[src/rtl/timer_pkg.sv]
// ============================================================================
//  Module      : timer_pkg
//  Description : Shared constants and types for the memory-mapped timer.
//  Revision    : 1.0 - initial release
// ============================================================================
`default_nettype none

package timer_pkg;

    typedef enum logic [1:0] {
        IDLE = 2'd0,
        LOAD = 2'd1,
        CNT  = 2'd2,
        INT  = 2'd3
    } state_e;

    localparam logic [1:0] ADDR_CTRL   = 2'd0;
    localparam logic [1:0] ADDR_PRESET = 2'd1;
    localparam logic [1:0] ADDR_COUNT  = 2'd2;

    localparam int EN      = 0;
    localparam int MODE_LO = 1;
    localparam int MODE_HI = 2;
    localparam int IM      = 3;
    localparam int CTRL_W  = 4;

    localparam logic [1:0] MODE_ONESHOT = 2'b00;
    localparam logic [1:0] MODE_RELOAD  = 2'b01;

    // Only the reload code reloads; the two undefined codes behave as one-shot.
    function automatic logic is_reload(input logic [1:0] mode);
        return (mode == MODE_RELOAD);
    endfunction

endpackage : timer_pkg

`default_nettype wire

[src/rtl/timer_counter.sv]
// ============================================================================
//  Module      : timer_counter
//  Description : Programmable 32-bit down-counter with interrupt, bus slave.
//  Revision    : 1.0 - initial release
// ============================================================================
`default_nettype none

module timer_counter
    import timer_pkg::*;
(
    input  logic        clk,
    input  logic        rst,
    input  logic [1:0]  Addr,
    input  logic        We,
    input  logic [31:0] DataIn,
    output logic [31:0] DataOut,
    output logic        IRQ
);

    state_e              state_q, state_d;
    logic [CTRL_W-1:0]   ctrl_q, ctrl_d;
    logic [31:0]         preset_q, preset_d;
    logic [31:0]         count_q, count_d;
    logic                irq_pend_q, irq_pend_d;

    logic                w_wr_ctrl;
    logic                w_wr_preset;
    logic                w_enable;
    logic                w_reload;

    assign w_wr_ctrl   = We && (Addr == ADDR_CTRL);
    assign w_wr_preset = We && (Addr == ADDR_PRESET);
    assign w_enable    = ctrl_q[EN];
    assign w_reload    = is_reload(ctrl_q[MODE_HI:MODE_LO]);

    always_ff @(posedge clk) begin
        if (rst) begin
            state_q    <= IDLE;
            ctrl_q     <= '0;
            preset_q   <= '0;
            count_q    <= '0;
            irq_pend_q <= 1'b0;
        end else begin
            state_q    <= state_d;
            ctrl_q     <= ctrl_d;
            preset_q   <= preset_d;
            count_q    <= count_d;
            irq_pend_q <= irq_pend_d;
        end
    end

    always_comb begin
        state_d    = state_q;
        ctrl_d     = ctrl_q;
        preset_d   = preset_q;
        count_d    = count_q;
        irq_pend_d = irq_pend_q;

        case (state_q)
            IDLE: begin
                if (w_enable) begin
                    state_d = LOAD;
                end
            end
            LOAD: begin
                count_d = preset_q;
                state_d = CNT;
            end
            CNT: begin
                // Expiring at 1 or 0 makes a preset of 0 behave like 1 and stops wrap-around.
                if (!w_enable) begin
                    state_d = IDLE;
                end else if (count_q > 32'd1) begin
                    count_d = count_q - 32'd1;
                end else begin
                    count_d    = '0;
                    irq_pend_d = 1'b1;
                    state_d    = INT;
                end
            end
            INT: begin
                if (w_reload) begin
                    count_d    = preset_q;
                    irq_pend_d = 1'b0;
                    state_d    = w_enable ? CNT : IDLE;
                end else begin
                    ctrl_d[EN] = 1'b0;
                    state_d    = IDLE;
                end
            end
            default: begin
                state_d = IDLE;
            end
        endcase

        if (w_wr_preset) begin
            preset_d = DataIn;
        end

        // A CPU write to CTRL overrides the hardware Enable clear and acknowledges the interrupt.
        if (w_wr_ctrl) begin
            ctrl_d     = DataIn[CTRL_W-1:0];
            irq_pend_d = 1'b0;
        end
    end

    always_comb begin
        DataOut = '0;
        case (Addr)
            ADDR_CTRL:   DataOut = {{(32-CTRL_W){1'b0}}, ctrl_q};
            ADDR_PRESET: DataOut = preset_q;
            ADDR_COUNT:  DataOut = count_q;
            default:     DataOut = '0;
        endcase
    end

    assign IRQ = irq_pend_q & ctrl_q[IM];

endmodule : timer_counter

`default_nettype wire

[config.mk]
export PLATFORM = sky130hd
export DESIGN_NAME = timer_counter
export DESIGN_NICKNAME = d
export VERILOG_FILES = /design/src/rtl/timer_pkg.sv /design/src/rtl/timer_counter.sv
export SDC_FILE = /design/constraint.sdc
export NUM_CORES = 1
export LEC_CHECK = 0
export BUFFER_PORTS_ARGS = -buffer_cell sky130_fd_sc_hd__buf_2
export CORE_ASPECT_RATIO = 1.1
export CORE_MARGIN = 1.5
export CORE_UTILIZATION = 56
export CTS_CLUSTER_DIAMETER = 80
export DETAILED_ROUTE_END_ITERATION = 8
export GPL_ROUTABILITY_DRIVEN = 1
export PLACE_DENSITY = 0.8
export SYNTH_ARGS = -nofsm -noshare
export SYNTH_HDL_FRONTEND = slang
export SYNTH_SLANG_ARGS = --single-unit
export TNS_END_PERCENT = 100
[constraint.sdc]
create_clock -name clk -period 2.89 [get_ports clk]
set_input_delay 0.1445 -clock clk [delete_from_list [all_inputs] [get_ports clk]]
set_output_delay 0.1445 -clock clk [all_outputs]
set_load 0.01 [all_outputs]
# Yosys cells after proc, flatten, opt, wreduce, memory -nomap -nowiden
# Index checks and enable logic that the tools add are counted.
# W data, S select, Z words.
totals:
  register_bits: 71
  word_cells: 51
  inputBits: 37
  output_inout_bits: 33
op_classes:
  order_cmp: 1
  eq_ne: 12
  n_reduce_logical: 12
  addsub: 1
  bitwise_logic: 1
  mux: 18
ops:
  columns: ["operator", "n"]
  rows:
  - ["$pmux W32 S3", 2]
  - ["$mux W32", 3]
  - ["$gt A32 B1 Y1 const B", 1]
  - ["$sub A32 B1 Y32 const B", 1]
  - ["$mux W2", 5]
  - ["$ne A2 B2 Y1 const B", 5]
  - ["$pmux W2 S4", 1]
  - ["$eq A2 B1 Y1 const B", 3]
  - ["$eq A2 B2 Y1 const B", 3]
  - ["$mux W1", 6]
  - ["$logic_not A2 Y1", 2]
  - ["$reduce_and A2 Y1", 2]
  - ["$reduce_and A4 Y1", 1]
  - ["$reduce_bool A2 Y1", 2]
  - ["$ne A3 B3 Y1 const B", 1]
  - ["$reduce_and A3 Y1", 1]
  - ["$reduce_bool A3 Y1", 1]
  - ["$logic_and A1 B1 Y1", 2]
  - ["$pmux W1 S2", 1]
  - ["$reduce_or A2 Y1", 1]
  - ["$and A1 B1 Y1", 1]

# Logic depth before layout (Yosys ltp)
# Gate-level depths: netlist of the first run.
depth:
  ltp_word: 4
  depth_mapped: 8
  depth_no_buf: 7

# Worst setup path before layout of the first run
# No wires, ideal clock.
synth_path:
  kind: "flip-flop to flip-flop"
  start: "reg count_q[24]"
  end: "reg count_q[30]"
  required_time_ns: 2.762
  stages_incl_launch_ff: 7
  slack_ns: 0.678
  arrival_ns: 2.084
  path_buffers: 1
  path_cell_list: "dfxtp_1 or4_1 buf_2 or3_1 or4_1 a41oi_1 o21ai_1"
synth_via:
  elab_chain_len: 4
  elab_cells_between_ends: 5
  classes_between: "add/sub: 1; order compare: 1; mux: 3"
synth_lines:
  columns: ["item", "line", "text"]
  rows:
  - ["start, declared", "timer_counter.sv:23", "logic [31:0] count_q, count_d;"]
  - ["start signal, assigned", "timer_counter.sv:47", "count_q <= count_d;"]
  - ["$sub A32 B1 Y32 / $gt A32 B1 Y1 (equally long branches)", "timer_counter.sv:74, timer_counter.sv:73", null]
  - ["$mux W32 *", "timer_counter.sv:73", "end else if (count_q > 32'd1) begin"]
  - ["$mux W32 *", "timer_counter.sv:71", "if (!w_enable) begin"]
  - ["$pmux W32 S3 *", "timer_counter.sv:59", "case (state_q)"]
# Mark *: on every way between the ends. The rest lies on a longest branch, timed or not. The select of a mux whose other input is x is not followed.
# A chain may end at the register's enable or synchronous reset.

# Worst setup path in the final report of the first run
layout_path:
  start: "reg count_q[8]"
  end: "reg count_q[28]"
# Same word-level chain as after synthesis.

==> results of run 1 <==
==> stage by stage <==
| step | utilization [%] | cells |
|---|---|---|
| after CTS | 66.3 | 655 |
| after floorplan | - | 521 |
| after global placement | 63.2 | 640 |
| after detailed placement | 63.2 | 640 |
| after global routing | 66.3 | 655 |
| final | 66.3 | 655 |
==> layout by cell type (no fill, tap or decap), types with 17 or more instances in the layout <==
master   instances
a31oi_1         18
nor4_1          23
nand2_1         85
dfxtp_1         71
nor2_1          17
buf_2           69
a21oi_1         48
buf_4           20
a22o_1          27
==> path summary, 6_finish.rpt <==
path,from,slack [ns],to,depth (start not counted)
max reg2reg,count_q[8]$_SDFFE_PP0P_,0.39,count_q[28]$_SDFFE_PP0P_,6
max,count_q[8]$_SDFFE_PP0P_,0.39,count_q[28]$_SDFFE_PP0P_,6
min,DataIn[18],0.03,preset_q[18]$_SDFFE_PP0P_,3
min reg2reg,preset_q[15]$_SDFFE_PP0P_,0.47,preset_q[15]$_SDFFE_PP0P_,2
==> state kept, by name, summed over array words and instances, names as in the netlist <==
register,flops
state_q,2
count_q,32
irq_pend_q,1
preset_q,32
ctrl_q,4
==> per-layer routing <==
layer	vias up	track usage, %	wire length (um)
met5	-	0	0
met4	0	9.43	237
met3	34	8.10	1430
met2	280	47.1	5370
met1	2056	46.4	5250
li1	2070	-	-
==> power by group <==
part	total, W	switching [W]	internal, W
registers	0.00102	0.0000214	0.000996
logic	0.000198	0.000129	0.0000688
clock network	0.000906	0.000400	0.000507
total	0.00212	0.000550	0.00157
==> area by class of cell <==
cell class                      instances  area [um^2]  share of cell area, %
Multi-Input combinational cell        383         2360                   50.8
Sequential cell                        71         1420                   30.6
Timing Repair Buffer                   89          495                   10.7
Clock buffer                           10          138                   2.96
Tap cell                               85          106                   2.29
Clock inverter                          5         81.3                   1.75
Inverter                               12         45.0                  0.970
==> Yosys cell counts (3+ instances only) <==
cell and number:
nand2_1 85, nor3_1 11, nor4_2 3, o22ai_1 6
buf_2 6, dfxtp_1 71, clkbuf_1 48, nor4_1 23
and2_1 7, nor2b_1 7, or4_1 10, o21a_1 5
o21ai_0 6, a21oi_1 48, nand4_1 11, o211ai_1 4
o311a_1 4, and3_1 3, a22o_1 27, nor2_1 18
o32ai_1 8, a31oi_1 18, a22oi_1 8, o21ai_1 3
inv_1 12, o41ai_1 3, mux2i_1 9, a32oi_1 12
nand3_1 11
==> worst max-delay path: cells and delay by family (launching register included) <==
kind / cells / cell delay [ns]
buf+inv: 1 / 0.28
simple gates: 3 / 1.28
compound gates: 2 / 0.38
flops: 1 / 0.42
==> cell families (layout without fill, tap and decap cells) <==
group           Yosys count  count (layout)  synth area share, %
mux                       9               9                 2.24
flops                    71              71                 35.3
simple gates            202             202                 25.5
buf+inv                  67             116                 6.43
compound gates          170             170                 29.9
fa+ha+maj                 2               2                0.621
==> results.md, run 1 <==
- Outcome: completed
- Synth Instances: roughly 520
- EDFF count, synth: 0
- Asr flop ratio synth: 0%
- Slowest stage delay, CP: between 0.6 and 0.7 ns
- Slew Viols, Final: 0
- FILL cells: between 600 and 700
- CP cell instances: or4_1 > nor4_2 > nand4_1 > buf_4 > a32oi_1 > o221ai_1
- I/O Buffers: 69
- Placement-stage cell area: 0.00443 mm^2
- Setup_tns: 0 ns
- Slew headroom: 34.6%
- # resized after CTS: 0
- Worst-case vdd ir drop: 405 uV
- Seq/Total Area, Yosys: 35.3%
- Critical Path Sink Type: register
- Hold Vio Cnt, Final: 0
- Yosys top cell area share: 35.3%
- Critical path peak fanout: 25
- Worst-Margin Slew: 0.978 ns
- Tot Pwr: 0.00212 W
- Max_cap viols: 0
- TritonCTS Buffers: 9
- DRC: 0
- Initial Util: between 50% and 60%
- Netlist cell types: 55
- Die width: 83.8 um
- DRT antenna net count: 0
- Mapped Nets: 560
- Hold buffers post-CTS: 0
- Cell leakage power: 1.88 nW
- Hold WC Path Type: in2reg
- Clk sink count: 71
- Row count: 32
- Die ar.: slightly below 0.008 mm^2
- Drt total wl: 12300 um
- Post-route cell area: 0.00464 mm^2
- Most used flip-flop cell after synthesis: dfxtp_1
- Crit start category: register
- Post-DP HPWL: about 8400 um
- Tmin final: 2.50 ns
- Fin crit share: 86.5%
- Total gr overflow: 0
- CORE AREA: 0.00701 mm^2
- Vias: 4440
- Crit path DAT: 2.71 ns
- Post-CTS Setup Bufs: 0
- Worst Path Required: 3.10 ns
- Slowest CP cell: or4_1
- Layout cells sized above 1: 20.7%
- Largest net degree at the start of global routing: 43
- Vias per cell: 6.78
- 1st-iter DRT viols: about 650
- Cell taking the most area after synthesis: dfxtp_1
- Power density cells: around 460 mW/mm^2
- Final WS setup: 0.390 ns
- Clk_lat worst skew: about 0.35 ns
- Synth top area cells: dfxtp_1 35%, nand2_1 7.9%, a21oi_1 6.0%
- Root buffer cell: clkbuf_8
- Seq cells post-synth: 71
- Total GRT Usage: 32.1%
- Die Y: 91.9 um
- Area growth from synthesis to layout: 15.4%
- Final setup violating endpoints: 0
- Gp weighted congestion: 1.01
- RSZ-0062 raised after global routing: no
- Clk slew on worst S/H paths: 0.08 ns
- WS Path Type: reg2reg
- First-pass GRT wire length: 20200 um
- Vias in the first global route: 3950
- Initial antenna violation count: 0
- Ant diodes: 0
- DR WL/cell: 18.8 um
- CTS tree: built
- Final nets: a little over 600
- Clock skew: 0.0116 ns
- Post-place setup slack: approximately 0.53 ns
- Avg Cell Area, Syn: 7.73 um^2
- Yosys warns: 0
- DR pass1 iterations: 5
- H-tree Lvls: 3
- Mapped Area: around 0.004 mm^2
- Clock Path Buffers: 2
- # IOs: 70
- Fmax: 0.400 GHz
- Final hold slack: about 0.025 ns
Note: power is estimated with default switching activity, not from simulation.
==> run 2, diff against run 1 <==
--- a/config.mk
+++ b/config.mk
@@ -7,7 +7,6 @@
 export LEC_CHECK = 0
 export BUFFER_PORTS_ARGS = -buffer_cell sky130_fd_sc_hd__buf_2
 export CORE_ASPECT_RATIO = 1.1
-export CORE_MARGIN = 1.5
 export CORE_UTILIZATION = 56
 export CTS_CLUSTER_DIAMETER = 80
 export DETAILED_ROUTE_END_ITERATION = 8
==> run 2 against run 1 <==
Flip-flop and latch count unchanged. Worst setup slack improved by 0.10 ns. Sequential share of layout area is 0.24 points lower. First-iteration DRC count shrank 5.1%. Utilization grew 0.90 points. Count of clock-buffer cells in the layout stayed put. Total power grew 3.8%.
==> results.md, run 2 (same netlist as run 1, synthesis figures left out) <==
- TritonCTS Buffers: 9
- # IOs: 70
- Slowest stage delay, CP: 0.72 ns
- DRT antenna net count: 0
- Sequential share of power: a little under half
- Slew headroom: 35.6%
- Hold Vio Cnt, Final: 0
- Final setup violating endpoints: 0
- DRC: 0
- Worst-Margin Slew: 0.964 ns
- Max_cap viols: 0
- Worst Path Required: 3.18 ns
- Crit start category: register
- Slew Viols, Final: 0
- Ant diodes: 0
- Crit path DAT: 2.68 ns
- Die Y: 90.9 um
- H-tree Lvls: 3
- I/O Buffers: 69
- Wl on met1: between 5000 and 6000 um
- Vias per cell: 6.80
- Total gr overflow: 0
- Row count: 32
- P_sw: 0.000556 W
- Metal2 WL: 5340 um
- Power density cells: 470 mW/mm^2
- Hold buffers post-CTS: 0
- Final nets: 605
- Drt total wl: approximately 12000 um
- Hold WC Path Type: in2reg
- Clk slew on worst S/H paths: 0.08 ns
- Largest net degree at the start of global routing: 46
- Fraction of power spent switching nets: 25.3%
- Post-DP HPWL: around 8400 um
- Worst-case vdd ir drop: 342 uV
- Gp weighted congestion: 1.01
- Vias in the first global route: ~4000
- Clock Path Buffers: 2
- Met3 WL: roughly 1400 um
- Clk sink count: 71
- WS Path Type: reg2reg
- Vias: 4459
- Fin crit share: roughly 83%
- Layout cells sized above 1: between 20% and 30%
- Highest Signal Layer: met4
- Post-CTS Setup Bufs: 0
- DR pass1 iterations: 6
- Internal power: 0.00164 W
- Cell leakage power: 1.89 nW
- Die ar.: 0.00753 mm^2
- RSZ-0062 raised after global routing: no
- Critical Path Sink Type: register
- Commonest non-fill, non-tap cells in the layout: 85 x nand2_1, 71 x dfxtp_1, 69 x buf_2
- Die width: 82.8 um
- Clk_lat worst skew: 0.35 ns
- Biggest regs: count_q (32), preset_q (32), ctrl_q (4)
- CORE AREA: 0.00697 mm^2
- Setup_tns: 0 ns
- Tmin final: 2.40 ns
- Clock skew: 0.0104 ns
- CP top delay family: compound AO/OA/AOI/OAI gates
- # resized after CTS: 0
- 1st-iter DRT viols: a little over 600
- Critical path peak fanout: 11
- Total GRT Usage: 32.6%
- First-pass GRT wire length: between 15000 and 20000 um
- Final hold slack: between 0.02 and 0.025 ns
- DR WL/cell: 18.8 um
- Root buffer cell: clkbuf_8
- Comb power frac: 9.0%
- CP cell instances: inv_1 > ha_1 > nor3b_1 > nand2_1 > a2111oi_0 > a21oi_1 > o21ai_1
- Clock power share: 44.8%
- Fmax: 0.417 GHz
- Slowest CP cell: a2111oi_0
- Initial Util: 57.8%
- Initial antenna violation count: 0
- Critical path buffer and inverter count: 1
- Commonest non-fill, non-tap cell in the layout: nand2_1
- Area growth from synthesis to layout: 16.3%
- Outcome: completed
- CTS tree: built
## run 2: cell types whose count changed in the layout (fill, tap and decap cells not counted)
cell | before | now
buf_12 | 0 | 1
buf_4 | 20 | 19
bufinv_16 | 2 | 3
clkbuf_1 | 0 | 1
clkbuf_8 | 10 | 9
clkinv_2 | 1 | 0
inv_6 | 1 | 2
## run 2: stage by stage
| step | setup WS (ns) | area (um^2) | std cells | total power (W) | util [%] |
|---|---|---|---|---|---|
| after global routing | 0.297 | 4680 | 656 | 0.00226 | 67.2 |
| after floorplan | 0.678 | 4030 | 521 | 0.00115 | - |
| after global placement | 0.609 | 4440 | 640 | 0.00123 | 63.7 |
| after detailed placement | 0.542 | 4440 | 640 | 0.00123 | 63.7 |
| after CTS | 0.537 | 4680 | 656 | 0.00219 | 67.2 |
| final | 0.494 | 4680 | 656 | 0.00220 | 67.2 |
## run 2: final timing paths
path                              from                        end  slack, ns  cells after the start
max            count_q[0]$_SDFFE_PP0P_   count_q[30]$_SDFFE_PP0P_       0.49                      7
min                          DataIn[6]   preset_q[6]$_SDFFE_PP0P_       0.02                      3
max reg2reg    count_q[0]$_SDFFE_PP0P_   count_q[30]$_SDFFE_PP0P_       0.49                      7
min reg2reg  preset_q[15]$_SDFFE_PP0P_  preset_q[15]$_SDFFE_PP0P_       0.48                      2
## run 2: layer usage
layer	GRT usage, %	up-vias
met3	5.91	46
met1	46.9	2069
met4	11.4	0
met2	48.8	277
li1	-	2067
met5	0	-
## run 2: tightest hold or removal path: stages
cell and delay (ns):
buf_2 0.10, nand2_1 0.04, a21oi_1 0.05
## run 2: final cells by class
cell class	count	area, um^2
clock buffers	10	128
well taps	85	106
multi-input cells	383	2360
flip-flops and latches	71	1420
clock inverters	6	115
fillers	640	2290
inverters	12	45.0
repair buffers	89	508
## run 2: power groups by stage
stage | clock (W) | sequential (W) | combinational (W)
4_1_cts | 0.000984 | 0.00102 | 0.000194
2_1_floorplan | 0 | 0.00103 | 0.000125
3_3_place_gp | 0 | 0.00104 | 0.000190
6_report | 0.000986 | 0.00102 | 0.000198
3_5_place_dp | 0 | 0.00104 | 0.000193
5_1_grt | 0.00103 | 0.00102 | 0.000215
==> run 3, diff against run 2 <==
==> constraint.sdc (replaced) <==
create_clock -name clk -period 2.3 [get_ports clk]
set_input_delay 0.115 -clock clk [delete_from_list [all_inputs] [get_ports clk]]
set_output_delay 0.115 -clock clk [all_outputs]
set_load 0.01 [all_outputs]
==> run 3 against run 2 <==
Combinational power up 49%. Count of clock-buffer cells in the layout did not move. Worst setup slack worse by 0.38 ns. Largest power group unchanged. Utilization up 6.2 points. First-iteration DRC count grew 2.7%. Flip-flop and latch count did not move. Critical path type unchanged. Clock power rose by 27%. Largest cell class unchanged. Total power is 28% higher. Register-to-register slack lost 0.38 ns.
==> results.md, run 3 (same netlist as run 1, synthesis figures left out) <==
- Fmax: 0.457 GHz
- DR WL/cell: 19.3 um
- Drt total wl: 13500 um
- Clk slew on worst S/H paths: 0.08 ns
- Largest net degree at the start of global routing: 42
- Die Y: slightly above 90 um
- Slew headroom: between 50 and 60%
- Hold Vio Cnt, Final: 0
- Root buffer cell: clkbuf_8
- Max_cap viols: 0
- Clock skew: 0.0147 ns
- Worst-case vdd ir drop: 456 uV
- CP startpoint: count_q[1]$_SDFFE_PP0P_
- Outcome: completed
- Clk sink count: 71
- Crit path DAT: 2.41 ns
- Hold_sp: DataIn[2]
- Vias in the first global route: ~4400
- Worst Path Required: 2.52 ns
- Final WS setup: 0.111 ns
- Critical path peak fanout: 5
- Post-place setup slack: 0.0915 ns
- Cell leakage power: between 2 and 2.5 nW
- WS Path Type: reg2reg
- RSZ-0062 raised after global routing: no
- Tot Pwr: 0.00282 W
- Fin crit share: 95.2%
- Initial Util: 57.8%
- Setup_tns: 0 ns
- Area growth from synthesis to layout: 26.9%
- Layout cells sized above 1: 24.1%
- # IOs: 70
- Gp weighted congestion: 1.02
- Die ar.: 0.00753 mm^2
- CORE AREA: 0.00697 mm^2
- Commonest non-fill, non-tap cells in the layout: 85 x nand2_1, 71 x dfxtp_1, 69 x buf_2
- Ant diodes: 0
- Crit start category: register
- Vias per cell: 6.72
- CTS tree: built
- Die width: 82.8 um
- Slew Viols, Final: 0
- Final setup violating endpoints: 0
- Tmin final: approximately 2.2 ns
- Post-DP HPWL: about 9000 um
- Clk_lat worst skew: between 0.3 and 0.4 ns
- Total gr overflow: 0
- Post-CTS Setup Bufs: 0
- R2R Path Start: count_q[1]$_SDFFE_PP0P_
- Biggest regs: count_q (32), preset_q (32), ctrl_q (4)
- Critical Path Sink Type: register
- Final nets: 649
- Hold WC Path Type: in2reg
- Power density cells: 553 mW/mm^2
- Row count: 32
- H-tree Lvls: 3
- First-pass GRT wire length: 22000 um
- Commonest non-fill, non-tap cell in the layout: nand2_1
- TritonCTS Buffers: 9
- Clock Path Buffers: 2
- 1st-iter DRT viols: 636
- DR pass1 iterations: 6
- Total GRT Usage: 36.4%
- Vias: 4703
- I/O Buffers: just under 70
- Initial antenna violation count: 0
- Core Util, Final: 73.4%
- DRT antenna net count: 0
- Worst-Margin Slew: 0.733 ns
- DRC: 0
-- run 3: metrics by stage --
step | hold slack, ns | std cells | area [um^2]
4_1_cts | 0.000677 | 700 | 5070
3_3_place_gp | 0.356 | 666 | 4650
6_report | 0.00130 | 700 | 5110
2_1_floorplan | 0.251 | 521 | 4030
3_5_place_dp | 0.362 | 666 | 4650
5_1_grt | 0.0127 | 700 | 5110
-- run 3: cell type report --
type                       instances  area (um^2)
tap                               85          106
timing repair buffer             133          900
sequential                        71         1420
multi-input combinational        383         2390
clock inverter                     6          116
clock buffer                      10          128
fill                             552         1860
inverter                          12         45.0
-- run 3: path summary, 6_finish.rpt --
| path | cells past startpoint | to | slack (ns) |
|---|---|---|---|
| worst min-delay path | 3 | preset_q[2]$_SDFFE_PP0P_ | 0.001 |
| worst max-delay path | 7 | count_q[12]$_SDFFE_PP0P_ | 0.11 |
| worst min register to register | 2 | preset_q[0]$_SDFFE_PP0P_ | 0.48 |
| worst max register to register | 7 | count_q[12]$_SDFFE_PP0P_ | 0.11 |
-- run 3: per-layer routing --
| layer | global-route usage (%) | up-vias | routed length, um |
|---|---|---|---|
| li1 | - | 2162 | - |
| met4 | 15.8 | 0 | 353 |
| met3 | 5.55 | 36 | 1470 |
| met5 | 0 | - | 0 |
| met1 | 50.7 | 2192 | 5600 |
| met2 | 55.8 | 313 | 6090 |
-- run 3: repair_timing --
item                                    4_1_cts  5_1_grt
endpoints found under the setup margin        0       26
gates resized for setup                       0        7
hold endpoints to repair                     18        0
hold buffers                                 18        0
-- run 3: power breakdown --
| part | leakage, nW | switching [W] | total, W | internal (W) |
|---|---|---|---|---|
| Combinational | 1.42 | 0.000176 | 0.000296 | 0.000120 |
| Sequential | 0.574 | 0.0000266 | 0.00128 | 0.00125 |
| Clock | 0.121 | 0.000520 | 0.00125 | 0.000731 |
-- run 3: critical path: stages, from the launching register on --
cell and delay [ns]:
dfxtp_1 0.35, inv_1 0.12, ha_1 0.23, or3b_2 0.47
nor2_1 0.32, a21oi_1 0.14, o211ai_1 0.31, a31oi_1 0.12
